<file path="src/rtl/regfile_write_arbiter.sv">
// Owns the register-file write port: clears every entry after reset, then round-robins between writers.
// Zero-latency combinational grant; a loser keeps its req/dest/data steady until it sees ack.
module regfile_write_arbiter #(
  parameter int NUM_REQ    = 2,
  parameter int data_width = 16,
  parameter int tag_width  = 3
) (
  input  logic                          clk,
  input  logic                          rst,
  input  logic [NUM_REQ-1:0]            req,
  input  logic [NUM_REQ*tag_width-1:0]  wr_dest,
  input  logic [NUM_REQ*data_width-1:0] wr_data,
  output logic [NUM_REQ-1:0]            ack,
  output logic                          rf_load,
  output logic [tag_width-1:0]          rf_dest,
  output logic [data_width-1:0]         rf_in,
  output logic                          init_busy
);

  localparam int PTR_W = $clog2(NUM_REQ);

  typedef enum logic {S_INIT, S_RUN} state_t;

  state_t               state_q,   state_d;
  logic [tag_width-1:0] clr_cnt_q, clr_cnt_d;
  logic [PTR_W-1:0]     rr_ptr_q,  rr_ptr_d;

  logic                 found;
  logic [PTR_W-1:0]     winner;
  logic [PTR_W-1:0]     cand;

  // Scan candidates starting at rr_ptr; the first requesting one wins.
  always_comb begin
    found  = 1'b0;
    winner = '0;
    cand   = '0;
    for (int k = 0; k < NUM_REQ; k++) begin
      cand = PTR_W'((int'(rr_ptr_q) + k) % NUM_REQ);
      for (int i = 0; i < NUM_REQ; i++) begin
        if (!found && cand == PTR_W'(i) && req[i]) begin
          found  = 1'b1;
          winner = cand;
        end
      end
    end
  end

  always_comb begin
    state_d   = state_q;
    clr_cnt_d = clr_cnt_q;
    rr_ptr_d  = rr_ptr_q;
    ack       = '0;
    rf_load   = 1'b0;
    rf_dest   = '0;
    rf_in     = '0;
    init_busy = 1'b0;
    if (rst) begin
      init_busy = 1'b1;
    end else if (state_q == S_INIT) begin
      init_busy = 1'b1;
      rf_load   = 1'b1;
      rf_dest   = clr_cnt_q;
      clr_cnt_d = clr_cnt_q + 1'b1;
      if (&clr_cnt_q) state_d = S_RUN;
    end else if (found) begin
      rf_load = 1'b1;
      for (int i = 0; i < NUM_REQ; i++) begin
        if (winner == PTR_W'(i)) begin
          ack[i]  = 1'b1;
          rf_dest = wr_dest[i*tag_width +: tag_width];
          rf_in   = wr_data[i*data_width +: data_width];
        end
      end
      rr_ptr_d = (int'(winner) == NUM_REQ - 1) ? '0 : winner + 1'b1;
    end
  end

  always_ff @(posedge clk) begin
    if (rst) begin
      state_q   <= S_INIT;
      clr_cnt_q <= '0;
      rr_ptr_q  <= '0;
    end else begin
      state_q   <= state_d;
      clr_cnt_q <= clr_cnt_d;
      rr_ptr_q  <= rr_ptr_d;
    end
  end

endmodule

</file>
<file path="config.mk">
export PLATFORM = sky130hd
export DESIGN_NAME = regfile_write_arbiter
export DESIGN_NICKNAME = d
export VERILOG_FILES = /design/src/rtl/regfile_write_arbiter.sv
export SDC_FILE = /design/constraint.sdc
export NUM_CORES = 1
export LEC_CHECK = 0
export ABC_AREA = 1
export BUFFER_PORTS_ARGS = -buffer_cell sky130_fd_sc_hd__buf_2
export CAP_MARGIN = 20
export CORE_AREA = 2 2 43 45
export DETAILED_ROUTE_END_ITERATION = 16
export DIE_AREA = 0 0 45 47
export GPL_TIMING_DRIVEN = 0
export PLACE_DENSITY = 0.83
export SYNTH_ARGS = -nofsm -noshare
export SYNTH_HDL_FRONTEND = slang
export SYNTH_SLANG_ARGS = --single-unit
</file>
<file path="constraint.sdc">
create_clock -name clk -period 2.05 [get_ports clk]
set_clock_uncertainty 0.15 [all_clocks]
set_input_delay 0.1025 -clock clk [delete_from_list [all_inputs] [get_ports clk]]
set_output_delay 0.1025 -clock clk [all_outputs]
set_load 0.03 [all_outputs]
</file>
==> flow_metrics.env <==
export IMPL_routed_wl_um=1720
export IMPL_min_period_ns=1.86
export IMPL_syn_inst=107
export IMPL_finalWorstSetupSlack_ns=0.190
export IMPL_clkLatencyLatePin_ns=0.25
export IMPL_synth_seq_cells=5
export IMPL_drtAntennaViolNets=0
export IMPL_wire_per_inst_um=8.82
export IMPL_grt_overflow_total=0
export IMPL_clkSlewWorstSetupHoldPaths_ns=0.05
export IMPL_crit_path_cell_trace="dlygate4sd3_1, buf_2, inv_2, nand2_2, a21oi_4, buf_4, nand2_1, nand2_1, buf_2"
export IMPL_cp_start_kind="input port"
export IMPL_viasPerCell=4.50
export IMPL_syn_area_um2=557
export IMPL_grt_pass1_wl_um=2530
export IMPL_drive_gt1_share_pct=43.8
export IMPL_worstPathMaxFanout=10
export IMPL_drc_errors=0
export IMPL_io_buffers=64
export IMPL_hold_viol_final=0
export IMPL_htreeDepth=1
export IMPL_postSynth_asyncResetShare_pct=0
export IMPL_rows=15
export IMPL_synth_area_leaders="nand2_1, dfxtp_1, nor2_1, ha_1, buf_6"
export IMPL_syn_nets=151
export IMPL_antenna_found_initial=0
export IMPL_yosysMostFrequentCell="nand2_1"
export IMPL_power_density_nw_per_um2=324
export IMPL_rr_startpoint="clr_cnt_q[0]"
export IMPL_fin_tns_setup_ns=0
export IMPL_synth_area_per_cell_um2=5.20
export IMPL_p_int_mw=0.220
export IMPL_path_class="input port to output port"
export IMPL_grt_max_degree=11
export IMPL_cts_max_path_buffers=2
export IMPL_r2r_slack_ns=0.81
export IMPL_synthTopCellsByCount="nand2_1, nor2_1, dfxtp_1, inv_1, a21oi_1"
export IMPL_die_x_um=45
export IMPL_drv_cap=0
export IMPL_vdd_drop_max_v=0.000267
export IMPL_clock_power_share_pct=37.7
export IMPL_status="completed"
export IMPL_p_comb_share_pct=27.2
export IMPL_slowest_delay_ns=0.53
export IMPL_cts_buffers=3
export IMPL_die_y_um=47
export IMPL_seqPwrFrac_pct=35.0
export IMPL_drtPass1Iterations=4
export IMPL_utilization_pct=57.5
export IMPL_p_leak_nw=0.648
export IMPL_vias=878
export IMPL_first_iter_violations=10
export IMPL_cts_tree="yes"
export IMPL_synth_edf_count=0
export IMPL_cp_slowest_cell="dlygate4sd3_1"
export IMPL_die_area_um2=2120
export IMPL_timing_hold_ws_ns=0.0622
export IMPL_period_share_pct=90.7
export IMPL_swShare_pct=28.5
export IMPL_instances_no_fill=195
export IMPL_rsz0062_at_grt="no"
export IMPL_fp_coreArea_um2=1650
export IMPL_io_pins=65
export IMPL_cts_sinks=5
export IMPL_worst_pin_slew_ns=0.191
export IMPL_start_util_pct=33.7
export IMPL_dpl_hpwl_um=1450
export IMPL_yosysTopAreaCellShare_pct=43.1
export IMPL_crit_end="rf_in[4]"
export IMPL_ys_seq_area_share_pct=18.0
export IMPL_cts_resized=0
export IMPL_rr_worst_depth=4
export IMPL_insertedDiodeCount=0
export IMPL_hold_path_class="input port to register"
export IMPL_max_slew_margin_pct=87.3
export IMPL_report_final_slew_viol_count=0
export IMPL_crit_path_start="rst"
export IMPL_grtUsageTotal_pct=16.0
export IMPL_fin_nets=223
export IMPL_synth_top_area_cell="nand2_1"
export IMPL_finalSetupViolCount=0
export IMPL_arrival_ns=1.61
export IMPL_area_growth_pct=70.6
export IMPL_place_ws_ns=0.561
export IMPL_cts_root_buf="clkbuf_4"
export IMPL_dp_cells=188
export IMPL_clock_fmax_mhz=538
export IMPL_switchingPower_mw=0.0875
export IMPL_yosysWarnings=0
export IMPL_grt_pass1_vias=664
export IMPL_r2r_end="clr_cnt_q[2]"
export IMPL_ys_flop_type="dfxtp_1"
export IMPL_n_fill_cell=191
export IMPL_synth_distinct_cells=16
export IMPL_cp_required_ns=1.80
export IMPL_cp_end_kind="output port"
export IMPL_gp_congestion=0.779
## state kept, by name, indices dropped and copies added, names as in the netlist
name,count
clr_cnt_q,3
state_q,1
rr_ptr_q,1
## what timing repair did
item                                    in CTS  in global routing
hold endpoints to repair                     1                  0
endpoints found under the setup margin       0                  9
hold buffers                                 1                  0
setup buffers                                0                  2
## power by group through the flow
stage | Clock [mW] | Combinational [mW] | Sequential (mW)
CTS | 0.121 | 0.0843 | 0.108
global placement | 0 | 0.0804 | 0.109
finish | 0.116 | 0.0837 | 0.108
global route | 0.124 | 0.0943 | 0.108
floorplan | 0 | 0.0344 | 0.108
detailed placement | 0 | 0.0825 | 0.110
## worst max-delay path: cells and delay by family
kind	cells	cell delay [ns]
compound gates	1	0.15
buf+inv	5	1.14
simple gates	3	0.21
## cell usage in the layout, fill, tap and decap left out, types with 2 or more instances in the layout
cell	instances
dfxtp_1	5
buf_2	65
o21ai_0	3
buf_4	2
a21oi_1	4
buf_6	2
nand4_1	3
clkbuf_4	3
nor2_1	8
nand3_1	3
inv_2	2
nand2_1	64
ha_1	2
inv_1	5
nand2_2	2
## kinds of logic (layout without fill, tap and decap cells)
kind of cell	count (synthesis)	count (layout)	share of synthesized area, %
adders and majority gates	2	2	4.49
AOI/OAI and AO/OA	8	8	9.21
buffers and inverters	11	82	10.3
and+or+nand+nor	81	81	58.0
DFF	5	5	18.0
## per-layer routing
| metal | wire length [um] | up-vias | part of all wire [%] | GRT usage (%) |
|---|---|---|---|---|
| met5 | 0 | - | 0 | 0 |
| met4 | 27 | 0 | 1.6 | 8.82 |
| met3 | 210 | 3 | 12 | 2.69 |
| met2 | 816 | 40 | 47 | 29.7 |
| met1 | 666 | 361 | 39 | 17.3 |
| li1 | - | 474 | - | - |
## cell type report
class	instances	area, um2	area share (%)
plain buffers	3	27.5	2.90
well taps	17	21.3	2.24
flip-flops and latches	5	100	10.5
clock buffers	4	26.3	2.77
inverters	8	30.0	3.16
multi-input cells	91	399	42.0
repair buffers	67	345	36.4
## worst min-delay path by stage
stage / startpoint / end / cells past startpoint
floorplan: rst / clr_cnt_q[0] / 1
detailed placement: rst / clr_cnt_q[0] / 2
CTS: req[0] / rr_ptr_q / 3
finish: req[0] / rr_ptr_q / 3
global route: req[0] / rr_ptr_q / 3
global placement: rst / clr_cnt_q[0] / 2
## per-stage QoR
| stage | area, um2 | total power [mW] |
|---|---|---|
| 2_1_floorplan | 557 | 0.143 |
| 3_3_place_gp | 898 | 0.189 |
| 3_5_place_dp | 898 | 0.192 |
| 4_1_cts | 935 | 0.313 |
| 5_1_grt | 950 | 0.326 |
| 6_report | 950 | 0.307 |
(Power assumes the default switching activity.)
